[config.mk]
export PLATFORM = sky130hd
export DESIGN_NAME = var_rate_counter
export DESIGN_NICKNAME = d
export VERILOG_FILES = /design/src/rtl/var_rate_pkg.sv /design/src/rtl/btn_edge.sv /design/src/rtl/var_rate_counter.sv
export SDC_FILE = /design/constraint.sdc
export NUM_CORES = 1
export LEC_CHECK = 0
export ABC_AREA = 1
export CORE_ASPECT_RATIO = 0.6
export CORE_MARGIN = 1.5
export CORE_UTILIZATION = 30
export DETAILED_ROUTE_END_ITERATION = 10
export PLACE_DENSITY = 0.56
export SLEW_MARGIN = 10
export SYNTH_ARGS = -nofsm -noshare
export SYNTH_HDL_FRONTEND = slang
export SYNTH_SLANG_ARGS = --single-unit
[constraint.sdc]
create_clock -name clk -period 4.9 [get_ports clk]
set_input_delay 0.98 -clock clk [delete_from_list [all_inputs] [get_ports clk]]
set_output_delay 0.98 -clock clk [all_outputs]
set_load 0.02 [all_outputs]
[src/rtl/var_rate_pkg.sv]
// Shared definitions for the variable-rate counter: run/pause state
// encoding and the helper that sizes the speed-level field.
package var_rate_pkg;

    typedef enum logic {
        PAUSED = 1'b0,
        RUN    = 1'b1
    } run_state_e;

    // Smallest legal level field is one bit, even for two levels.
    localparam int MIN_LVL_W = 1;

    function automatic int lvl_width(input int levels);
        return (levels <= 2) ? MIN_LVL_W : $clog2(levels);
    endfunction

endpackage

[src/rtl/btn_edge.sv]
// Button conditioner: two-flop synchronizer followed by a registered
// rising-edge detector. The output pulse is one clock wide and is qualified
// by an "armed" flag that only sets once the synchronized button has been
// seen low after reset, so a button held through reset never fires.
module btn_edge (
    input  logic clk,
    input  logic rst,
    input  logic btn_i,
    output logic pulse_o
);

    logic sync1_q;
    logic sync2_q;
    logic prev_q;
    logic valid1_q;
    logic valid2_q;
    logic armed_q;

    // Synchronize the button, remember its last value and arm once it is seen released.
    always_ff @(posedge clk) begin
        if (rst) begin
            sync1_q  <= 1'b0;
            sync2_q  <= 1'b0;
            prev_q   <= 1'b0;
            valid1_q <= 1'b0;
            valid2_q <= 1'b0;
            armed_q  <= 1'b0;
        end else begin
            sync1_q  <= btn_i;
            sync2_q  <= sync1_q;
            prev_q   <= sync2_q;
            valid1_q <= 1'b1;
            valid2_q <= valid1_q;
            if (valid2_q && !sync2_q) begin
                armed_q <= 1'b1;
            end
        end
    end

    assign pulse_o = sync2_q & ~prev_q & armed_q;

endmodule

[src/rtl/var_rate_counter.sv]
// Variable-rate up/down counter. Three buttons toggle run/pause and step the
// speed level; the tick period is DIV_BASE >> level clocks. Count wraps
// between 0 and MAX_CNT in either direction and can be cleared at any time.
module var_rate_counter
    import var_rate_pkg::*;
#(
    parameter int CNT_W     = 4,
    parameter int MAX_CNT   = 9,
    parameter int LEVELS    = 4,
    parameter int DIV_BASE  = 50_000_000,
    parameter int RST_LEVEL = 0
) (
    input  logic                             clk,
    input  logic                             rst,
    input  logic                             pause_btn,
    input  logic                             faster_btn,
    input  logic                             slower_btn,
    input  logic                             dir,
    input  logic                             clr,
    output logic [CNT_W-1:0]                 count,
    output logic [lvl_width(LEVELS)-1:0]     level,
    output logic                             running,
    output logic                             tick
);

    localparam int LVL_W = lvl_width(LEVELS);
    localparam int PRE_W = $clog2(DIV_BASE + 1);

    localparam logic [PRE_W-1:0] DIV_VEC = PRE_W'(DIV_BASE);
    localparam logic [LVL_W-1:0] LVL_MAX = LVL_W'(LEVELS - 1);
    localparam logic [LVL_W-1:0] LVL_RST = LVL_W'(RST_LEVEL);
    localparam logic [CNT_W-1:0] CNT_MAX = CNT_W'(MAX_CNT);

    logic pause_p;
    logic faster_p;
    logic slower_p;

    run_state_e       state_q, state_d;
    logic [LVL_W-1:0] level_q, level_d;
    logic [PRE_W-1:0] pre_q, pre_d;
    logic [CNT_W-1:0] count_q, count_d;
    logic             tick_q, tick_d;

    logic [PRE_W-1:0] period_last;
    logic             level_chg;
    logic             step_now;

    btn_edge u_pause (
        .clk     (clk),
        .rst     (rst),
        .btn_i   (pause_btn),
        .pulse_o (pause_p)
    );

    btn_edge u_faster (
        .clk     (clk),
        .rst     (rst),
        .btn_i   (faster_btn),
        .pulse_o (faster_p)
    );

    btn_edge u_slower (
        .clk     (clk),
        .rst     (rst),
        .btn_i   (slower_btn),
        .pulse_o (slower_p)
    );

    // Run/pause state register.
    always_ff @(posedge clk) begin
        if (rst) begin
            state_q <= PAUSED;
        end else begin
            state_q <= state_d;
        end
    end

    // A pause pulse is the only thing that moves the state machine.
    always_comb begin
        state_d = state_q;
        if (pause_p) begin
            state_d = (state_q == RUN) ? PAUSED : RUN;
        end
    end

    // Running flag decoded straight from the state flop.
    always_comb begin
        running = (state_q == RUN);
    end

    // Level steps up or down with saturation; simultaneous requests cancel.
    always_comb begin
        level_d = level_q;
        if (faster_p && !slower_p && (level_q != LVL_MAX)) begin
            level_d = level_q + LVL_W'(1);
        end else if (slower_p && !faster_p && (level_q != '0)) begin
            level_d = level_q - LVL_W'(1);
        end
    end

    assign period_last = PRE_W'((DIV_VEC >> level_q) - PRE_W'(1));
    assign level_chg   = (level_d != level_q);
    assign step_now    = (state_q == RUN) && !level_chg && (pre_q == period_last);

    // Prescaler restarts after pause, resume, level change and each tick; count steps on tick.
    always_comb begin
        pre_d = pre_q + PRE_W'(1);
        if ((state_q != RUN) || (state_d != RUN) || level_chg || step_now) begin
            pre_d = '0;
        end

        count_d = count_q;
        if (clr) begin
            count_d = '0;
        end else if (step_now) begin
            if (dir) begin
                count_d = (count_q == '0) ? CNT_MAX : count_q - CNT_W'(1);
            end else begin
                count_d = (count_q == CNT_MAX) ? '0 : count_q + CNT_W'(1);
            end
        end

        tick_d = step_now;
    end

    // Datapath registers: level, prescaler, count and the tick pulse.
    always_ff @(posedge clk) begin
        if (rst) begin
            level_q <= LVL_RST;
            pre_q   <= '0;
            count_q <= '0;
            tick_q  <= 1'b0;
        end else begin
            level_q <= level_d;
            pre_q   <= pre_d;
            count_q <= count_d;
            tick_q  <= tick_d;
        end
    end

    assign count = count_q;
    assign level = level_q;
    assign tick  = tick_q;

endmodule

Word-level counts from Yosys, hierarchy flattened
Cells that the tools add are included.

operators by class
  mux-type cells = 8
  eq/ne operators = 4
  shift operators = 1
  bitwise operators = 11
  reductions and logical operators = 22
  $add $sub $neg = 6

operators by type and width
  kind                   count
  $add 26x1->26 const B  1
  $eq 26x26->1           1
  $shr 26x2->26 const A  1
  $sub 26x1->26 const B  1
  $mux 4                 3
  $logic_and 1x1->1      9
  $and 1x1->1            6
  $logic_not 1->1        6
  $not 1->1              5
  $add 4x1->4 const B    1
  $eq 4x4->1 const B     1
  $logic_not 4->1        1
  $mux 2                 2
  $reduce_or 2->1        2
  $sub 4x1->4 const B    1
  $logic_or 1x1->1       3
  $mux 1                 3
  $add 2x1->2 const B    1
  $ne 2x2->1             1
  $ne 2x2->1 const B     1
  $reduce_bool 2->1      1
  $sub 2x1->2 const B    1

storage, ports and cells
  register bits after elaboration = 48
  word-level logic and storage cells = 71
  input bits = 7
  output and inout port bits = 8

Longest topological paths before layout
Gate-level depths: netlist of the first run.

  depth in word-level cells = 14
  gate-level depth with buffers = 15
  mapped depth without buffers = 15

Cells and area by module
Synthesis of the first run repeated with hierarchy kept, for this count alone.

second synthesis, totals
  cells, all modules = 419
  area, all modules = 2,812.7 um2

modules (own cells, without submodules)
  module            sequential area each (um2)  times used  cells each  area an instance (um2)
  var_rate_counter  680.7                       1           362         2,264.7
  btn_edge          120.1                       3           19          182.7

Worst setup path before layout of the first run
Ideal clock, no wire load.

  path type = reg2reg
  start = register level_q[0] (netlist: level[0])
  end = register pre_q[11]
  setup time = 122 ps
  stages on the path, launching flop included = 15
  clock period less this slack = 2,147 ps
  buffers on the path = 1
  data required time = 4,778 ps
  setup slack = 2,753 ps
  arrival = 2,025 ps
  path through = dfxtp_1 > ha_1 > inv_2 > ha_1 > inv_1 > nand2_1 > nand2_1 > nand2_1 > nor2_1 > nand2_1 > nor2_4 > nand2_2 > nand2_4 > buf_8 > a21oi_2

on the way
  cells in the longest elaborated chain, start to end = 10
  elaborated cells between the ends (all ways) = 18
  those cells by class = 3 x add/sub; 3 x eq/ne; 1 x shift; 2 x mux; 9 x reduce/logical

ends and longest elaborated chain
  what                                                   line                     text
  start: declaration                                     var_rate_counter.sv:39   logic [LVL_W-1:0] level_q, level_d;
  start signal: assignment                               var_rate_counter.sv:134  level_q <= level_d;
  branches (longest 8 deep; another with $sub 26x1->26)  --
  $logic_or 1x1->1 *                                     var_rate_counter.sv:108  if ((state_q != RUN) || (state_d != RUN) || level_chg || step_now) begin
  $reduce_or 2->1 (no source line) *                     --
  end signal: assignment                                 var_rate_counter.sv:135  pre_q <= pre_d;
  end: declaration                                       var_rate_counter.sv:40   logic [PRE_W-1:0] pre_q, pre_d;

Every way passes the cells marked *.
A chain may end at the register's enable or synchronous reset.

Worst setup path after layout of the first run
  start = register level_q[0] (netlist: level[0])
  end = register pre_q[17]

The elaborated chain is that of the path after synthesis.

==> results summary, run 1 <==
The data arrival time of the critical path came out at 2.81 ns. The height of the die is around 77 µm. For this design the ratio of total power to cell area is roughly 270 nW/µm².

The layout filler cell count is 916. In this run the critical register-to-register path is launched from level[0]. The fraction of the mapped netlist area in simple logic gates is 0.385. The number of input and output port buffers inserted came out at 14. The die outline area came out at 9640 µm². The starting density of the core came out at 0.313. Routability-driven placement finished with a final weighted congestion of 0.873. In this run, post-CTS repair resized a total of 0 instances.

In this run the worst hold path is classified as reg -> reg. The post-CTS setup-driven buffer insertion count is 0. The H-tree was split into 2 levels. The clock period minus worst slack came out at 2.63 ns. VDD sags by at most 0.128 mV. Global routing finished with a remaining overflow of 0.

The clock passes through at most 2 buffers. The number of core rows came out at 26. For this design, the slowest cell found on the critical path is sky130_fd_sc_hd__dfxtp_1.

Measured along the x axis, the die boundary spans 126 µm. The number of flip-flops in the largest register is 26. The count of TritonRoute iterations in the first routing pass is 7. The final antenna-violating net count came out at 0. The final count of hold timing violations came out at 0.

The data required time of the critical path is between 5 and 6 ns. The worst path setup slack after routing is around 2.3 ns. The startpoint-to-endpoint class of the critical path is reg -> reg. The maximum fanout along the worst path came out at 25. The most flop-heavy register is pre_q. The number of I/O pins came out at 15.

In the final design database the tool counted 446 nets. Entering global routing, the biggest net connects 26 pins. The area share of xor/xnor cells in the synthesized design came out at 0.0291. For this run, the top clock speed supported by timing is 380 MHz. The global-route wire length before repair is 11.0 mm. The share of the synthesized area in compound gates (AO/OA/AOI/OAI) came out at 0.0687.

The final number of max-transition violations came to 0. The sequential fraction of the synthesis area is 0.354. After the first detailed-routing iteration, the DRC count stood at 149.

The area fraction of the dominant cell type after synthesis came out at 0.354. The number of buffers added to fix hold violations after cts came out at 0. The most common cell after layout, fill and taps aside is sky130_fd_sc_hd__nand2_1. The kind of cell with the highest combined delay along the critical path is simple AND/OR/NAND/NOR gates.

The clock skew after layout came out at 0.00553 ns. The post-synthesis register bit count is 48. The sequential power share is 0.481. The aggregate negative setup slack came out at 0 ns. The worst path buffer plus inverter count came out at 2. The post-synthesis adder-cell area fraction is 0.0507. The placed wire-length estimate after detailed placement came out at 5.08 mm. The final route contains around 2500 vias.

Setup repair after global routing left no endpoint under its margin. The hold-critical path depth is 2. The clock-pin slew reported for the worst setup and hold paths after clock tree synthesis came out at 0.07 ns. The cell count after synthesis is 411. The mean instance size in the synthesized netlist came out at around 6.6 µm². The worst-margin pin slew came out at approximately 0.61 ns. For this run, the total global-route usage over all layers was measured as 0.145. After synthesis the cells add up to 2710 µm². The share of flip-flops with an asynchronous set or reset after synthesis came out at 0. The critical path runs through a total of 13 cells. The largest family of logic cells by synthesized area is simple AND/OR/NAND/NOR gates. The number of global-route vias before repair was about 2300.

The fraction of layout instances using a drive strength above 1 came out at 0.0793. In this run the worst setup path begins at level[0]. The category of the worst setup path launch point is a flop. The number of sinks on the clock net is 48. Setup violations remaining at the end of the flow were counted as 0. The share of total power dissipated in the clock network is 0.484. During synthesis, Yosys emitted a total of 0 warnings. The most used flip-flop cell after synthesis is sky130_fd_sc_hd__dfxtp_1. For the worst-skew pair, the clock arrives at the later sink with an insertion delay of 0.30 ns. The design internal power is 0.000651 W. In the layout the commonest cells are sky130_fd_sc_hd__nand2_1 (103), sky130_fd_sc_hd__nor2_1 (74), sky130_fd_sc_hd__inv_1 (70).

In the post-synthesis netlist, the biggest area contributors are sky130_fd_sc_hd__dfxtp_1 (35%), sky130_fd_sc_hd__nand2_1 (14%), sky130_fd_sc_hd__nor2_1 (10%). On the worst path, the slowest cell contributes a delay of around 0.56 ns. The tree is rooted in a sky130_fd_sc_hd__clkbuf_16.

At the placement stage, the worst setup path has a slack of slightly above 2 ns. The max-capacitance violation count is 0. The share of total power dissipated in combinational logic is 0.035. The distinct cell type count of the synthesized netlist came out at 31. The final critical-path share of the clock period is 0.538. The count of flip-flops with a built-in enable after synthesis is 0. TritonCTS built the clock tree.

The startpoint identified for the worst hold timing path is u_slower.sync1_q. The initial antenna violation count came out at 0. The run finished with clean final reports.

The number of antenna diodes in the final layout is 0. The number of cells on the worst reg-to-reg path is 13. The reported net switching power is between 0.00015 and 0.0002 W. Compared with the post-synthesis result, the final layout area differs by 15.4%. Counting every net in the synthesized netlist gives about 430. The average vias per placed instance is 4.56.

The TritonCTS buffer count is 5. The leakage power summed over all cells is 1.20 nW. The total routed wirelength came out at 6.43 mm. The switching part of the total came out at 0.215.

By instance count, the cell type seen most on the critical path is sky130_fd_sc_hd__nand2_1. In this run the tightest slew margin relative to its limit is 0.593. The critical path goes through ha_1 -> inv_2 -> ha_1 -> inv_1 -> nand2_1 -> nand2_1 -> nand2_1 -> nor2_1 -> nand2_1 -> nor2_4 -> nand2_2 -> nand2_4 -> nor2_1.

The largest area contributor in the netlist is sky130_fd_sc_hd__dfxtp_1. The placeable core region came out at 8650 µm². The remaining design rule violation count is 0. The multiplexer fraction of the synthesized cell area is 0. In the final routed layout, each cell accounts on average for around 12 µm. The sort of element at the end of the critical path is a flop.
[worst min-delay path, delay by kind of cell, from the launching register on]
family	cells	cell delay (ns)
buffers and inverters	1	0.04
DFF	1	0.30
and+or+nand+nor	1	0.03
[cell families after synthesis]
| group | after synthesis |
|---|---|
| buffers and inverters | 76 |
| flip-flops | 48 |
| XOR/XNOR | 9 |
| AND/OR/NAND/NOR | 239 |
| AO/OA/AOI/OAI | 28 |
| adder cells (fa/ha/maj) | 11 |
[power groups by stage]
| stage | Sequential (W) | Combinational (W) | Clock (W) |
|---|---|---|---|
| final | 0.000399 | 0.0000292 | 0.000402 |
| after global routing | 0.000400 | 0.0000344 | 0.000430 |
| after CTS | 0.000399 | 0.0000296 | 0.000415 |
| after detailed placement | 0.000408 | 0.0000295 | 0 |
| after global placement | 0.000408 | 0.0000290 | 0 |
| after floorplan | 0.000408 | 0.0000187 | 0 |
[final timing paths]
check                                         to  slack [ns]
worst max-delay path                   pre_q[17]        2.27
worst min-delay path            u_slower.sync2_q        0.40
worst max register to register         pre_q[17]        2.27
worst min register to register  u_slower.sync2_q        0.40
[metrics by stage]
stage / util / instance area (µm²) / power, W / hold slack [ns] / std cells
finish: 0.362 / 3130 / 0.000830 / 0.402 / 541
global route: 0.362 / 3130 / 0.000865 / 0.423 / 541
CTS: 0.362 / 3130 / 0.000844 / 0.404 / 541
detailed placement: 0.342 / 2960 / 0.000438 / 0.394 / 533
global placement: 0.342 / 2960 / 0.000437 / 0.390 / 533
floorplan: - / 2710 / 0.000427 / 0.388 / 411
[final cells by class]
type	count	area, µm²	area share
tap	112	140	0.0448
sequential	48	961	0.307
multi-input combinational	287	1450	0.462
clock inverter	3	46.3	0.0148
inverter	72	270	0.0863
clock buffer	5	125	0.0400
timing repair buffer	14	140	0.0448
[synth_stat cells, types with 2 or more instances]
cell                       count
sky130_fd_sc_hd__nand2_1     103
sky130_fd_sc_hd__nand3_1      23
sky130_fd_sc_hd__ha_1         11
sky130_fd_sc_hd__nor3_1       13
sky130_fd_sc_hd__o211ai_1      2
sky130_fd_sc_hd__a21oi_1       7
sky130_fd_sc_hd__o21ai_0       6
sky130_fd_sc_hd__inv_1        70
sky130_fd_sc_hd__inv_2         2
sky130_fd_sc_hd__nand4_1       9
sky130_fd_sc_hd__dfxtp_1      48
sky130_fd_sc_hd__nor2_2        3
sky130_fd_sc_hd__nor3_2        2
sky130_fd_sc_hd__nand3_2       2
sky130_fd_sc_hd__nor2_4        3
sky130_fd_sc_hd__nand2_2       2
sky130_fd_sc_hd__a21oi_2      10
sky130_fd_sc_hd__xor2_1        9
sky130_fd_sc_hd__nor2_1       74
[routing by layer]
metal,up-vias,GRT usage,part of all wire
met3,7,0.0475,0.093
met2,51,0.180,0.34
met5,-,0,0
met4,0,0.0345,0.0090
li1,1302,-,-
met1,1107,0.232,0.56
Power figures use the tool's default switching activity.
==> run 2: changes to the inputs <==
--- a/config.mk
+++ b/config.mk
@@ -10,7 +10,7 @@
 export CORE_MARGIN = 1.5
 export CORE_UTILIZATION = 30
 export DETAILED_ROUTE_END_ITERATION = 10
-export PLACE_DENSITY = 0.56
+export PLACE_DENSITY = 0.57
 export SLEW_MARGIN = 10
 export SYNTH_ARGS = -nofsm -noshare
 export SYNTH_HDL_FRONTEND = slang
==> constraint.sdc (replaced) <==
create_clock -name clk -period 2.35 [get_ports clk]
set_input_delay 0.47 -clock clk [delete_from_list [all_inputs] [get_ports clk]]
set_output_delay 0.47 -clock clk [all_outputs]
set_load 0.02 [all_outputs]
==> run 2 against run 1 <==
  * Non-clock buffer count up 3
  * Die area unchanged
  * Power increased by 110%
  * Flip-flop and latch count unchanged
  * Clock skew increased by 0.0024 ns
  * Maximum frequency rose by 22%
  * Global-route usage grew 0.55 points
  * Setup slack got worse by 2.1 ns
  * Core utilization up 0.42 points
  * First-iteration DRC count grew 5.4%
  * Largest cell class unchanged
  * Largest power group unchanged
==> results summary, run 2 (synthesized netlist as in run 1, its figures left out) <==
Run status: completed (unchanged). The number of input and output port buffers inserted came out at 14 (unchanged). The height of the die came out at 76.7 µm (unchanged). The max-capacitance violation count was 0 (unchanged). The fmax was 464 MHz (was 380 MHz). The largest net degree at the start of global routing came out at 26 (unchanged). The final cell area excluding filler cells is 3170 µm² (was 3130 µm²). The overall power of the completed layout was 0.00175 W (was 0.000830 W). The number of flip-flops in the largest register came out at 26 (unchanged). The data required time of the critical path came out at 2.53 ns (was 5.07 ns). The cell with the largest stage delay on the worst path is sky130_fd_sc_hd__dfxtp_2 (was sky130_fd_sc_hd__dfxtp_1). The clock skew after layout came to 0.00788 ns (was 0.00553 ns). The cell chosen for the clock root is sky130_fd_sc_hd__clkbuf_16 (unchanged). The average vias per placed instance is 4.50 (was 4.56).

The clock-pin slew reported for the worst setup and hold paths after clock tree synthesis is 0.07 ns (about the same). The number of stages on the worst setup path was 13 (unchanged). The final critical-path share of the clock period came out at 0.918 (was 0.538).

The number of cells after detailed placement is 536 (was 533). The number of global-route vias before repair came out at 2300 (was 2271). The data arrival time of the critical path is 2.34 ns (was 2.81 ns).

The die outline area came out at 9640 µm² (unchanged). The layout filler cell count is 915 (was 916). The sort of element at the end of the critical path is a flop (unchanged).

The post-CTS setup-driven buffer insertion count is 0 (unchanged). The remaining design rule violation count came out at 0 (unchanged). The leakage power summed over all cells was 1.22 nW (was 1.20 nW).

The final number of max-transition violations came to 0 (unchanged). The number of I/O pins came to 15 (unchanged). The hold-critical path depth came out at 2 (unchanged). The largest incremental delay on the critical path came out at 0.40 ns (was 0.56 ns). The area growth from synthesis to final layout is 16.7% (was 15.4%). RSZ-0062 raised after global routing: true (was false). The final count of hold timing violations is 0 (unchanged). The power per cell area came to 552 nW/µm² (was 265 nW/µm²).

The combined area of the multi-input logic cells is 1460 µm² (was 1450 µm²). The peak supply drop is 0.274 mV (was 0.128 mV). Leading cell types in the layout, fill and taps excluded: sky130_fd_sc_hd__nand2_1 (103), sky130_fd_sc_hd__nor2_1 (74), sky130_fd_sc_hd__inv_1 (70) (unchanged). The startpoint-to-endpoint class of the critical path is reg -> reg (unchanged).

The category of the worst setup path launch point was a flop (unchanged). The area used by sequential logic in the layout came out at 962 µm² (was 961 µm²). The total grt overflow came to 0 (unchanged). The count of nets after finishing was 449 (was 446).

The number of sinks on the clock net is 48 (unchanged). The buffer levels on the longest clock path is 2 (unchanged). The total routed wirelength is 6.53 mm (was 6.43 mm).

The H-tree depth reported by CTS is 2 (unchanged). The count of vias placed by the detailed router came to 2448 (was 2467). The clock latency at the later pin of the worst-skew pair came out at 0.30 ns (about the same).

CP cell instances: ha_2 -> inv_2 -> ha_1 -> inv_1 -> nand2_1 -> nand2_1 -> nand2_1 -> nor2_1 -> nand2_1 -> nor2_4 -> nand2_2 -> nand2_8 -> nor2_1 (was ha_1 -> inv_2 -> ha_1 -> inv_1 -> nand2_1 -> nand2_1 -> nand2_1 -> nor2_1 -> nand2_1 -> nor2_4 -> nand2_2 -> nand2_4 -> nor2_1). The count of endpoints failing setup in the final report was 0 (unchanged). The worst-case headroom to the max-slew limit came out at 0.642 (was 0.593). The worst-margin pin slew is 0.536 ns (was 0.609 ns). The die span in x came out at 126 µm (unchanged).

The placed wire-length estimate after detailed placement came out at 5.14 mm (was 5.08 mm). The worst path buffer plus inverter count is 2 (unchanged). The number of antenna repair diodes came out at 0 (unchanged). The final antenna-violating net count was 0 (unchanged). The starting density of the core is 0.313 (unchanged). The all-layer global routing usage is 0.151 (was 0.145). The count of TritonRoute iterations in the first routing pass was 6 (was 7). The cell area after placement is 2980 µm² (was 2960 µm²). The number of core rows is 26 (unchanged).

The clock tree from TritonCTS is done (unchanged). The fraction of layout instances using a drive strength above 1 is 0.0903 (was 0.0793). The post-layout instance count excluding filler cells is 544 (was 541).

The most common cell after layout, fill and taps aside is sky130_fd_sc_hd__nand2_1 (unchanged). The initial detailed-routing violation count came out at 157 (was 149). The global-route wire length before repair was 11.5 mm (was 11.0 mm). The gate family responsible for the most delay along the worst path was simple AND/OR/NAND/NOR gates (unchanged). The detailed-route wire length per cell is 12.0 µm (was 11.9 µm). The final weighted congestion of routability-driven global placement is 0.883 (was 0.873).

The initial antenna violation count came out at 0 (unchanged). The maximum fanout along the worst path was 25 (unchanged). The most prevalent standard cell on the critical path is sky130_fd_sc_hd__nand2_1 (unchanged).

The placeable core region came out at 8650 µm² (unchanged). The most flop-heavy register is pre_q (unchanged). The clock period minus worst slack is 2.16 ns (was 2.63 ns). The TritonCTS buffer count came to 5 (unchanged). The path category of the worst min-delay check is reg -> reg (unchanged). The logic depth of the worst register-to-register path came to 13 (unchanged).
[run 2: cell types whose count changed in the layout (fill, tap and decap cells not counted), sizes merged]
cell and delta:
inv -1, clkinvlp -1, clkinv +2, buf +3
[run 2: worst paths after layout]
path | startpoint | slack (ns) | endpoint
max | level[1] | 0.19 | pre_q[21]
min | u_pause.sync1_q | 0.40 | u_pause.sync2_q
max reg2reg | level[1] | 0.19 | pre_q[21]
min reg2reg | u_pause.sync1_q | 0.40 | u_pause.sync2_q
[run 2: worst min-delay path, delay by kind of cell (launching register included)]
kind | cells | cell delay, ns
buf+inv | 1 | 0.04
simple gates | 1 | 0.03
flops | 1 | 0.30
[run 2: power breakdown]
group,internal [W],switching (W)
clock,0.000507,0.000346
combinational,0.0000281,0.0000370
sequential,0.000826,0.00000577
[run 2: per-stage QoR]
| stage | hold WS, ns | worst slack [ns] | setup TNS [ns] | util |
|---|---|---|---|---|
| 5_1_grt | 0.421 | -0.0125 | -0.0315 | 0.366 |
| 3_5_place_dp | 0.397 | -0.0337 | -0.280 | 0.345 |
| 6_report | 0.398 | 0.194 | 0 | 0.366 |
| 3_3_place_gp | 0.392 | 0.00768 | 0 | 0.345 |
| 2_1_floorplan | 0.388 | 0.203 | 0 | - |
| 4_1_cts | 0.404 | 0.0358 | 0 | 0.366 |
[run 2: what timing repair did]
action / 4_1_cts / 5_1_grt
setup endpoints to repair: 25 / 31
hold buffers: 0 / 0
gates resized for setup: 1 / 2
[run 2: area by class of cell]
cell class / instances / area share
Clock buffer: 5 / 0.0395
Sequential cell: 48 / 0.304
Inverter: 72 / 0.0853
Timing Repair Buffer: 17 / 0.0514
Tap cell: 112 / 0.0443
Multi-Input combinational cell: 287 / 0.461
Clock inverter: 3 / 0.0150
[run 2: per-layer routing]
layer	track usage	wire, µm	part of all wire	vias up
met1	0.240	3800	0.58	1083
met3	0.0335	383	0.059	7
met4	0.0379	64	0.0098	0
met5	0	0	0	-
met2	0.198	2290	0.35	44
li1	-	-	-	1314
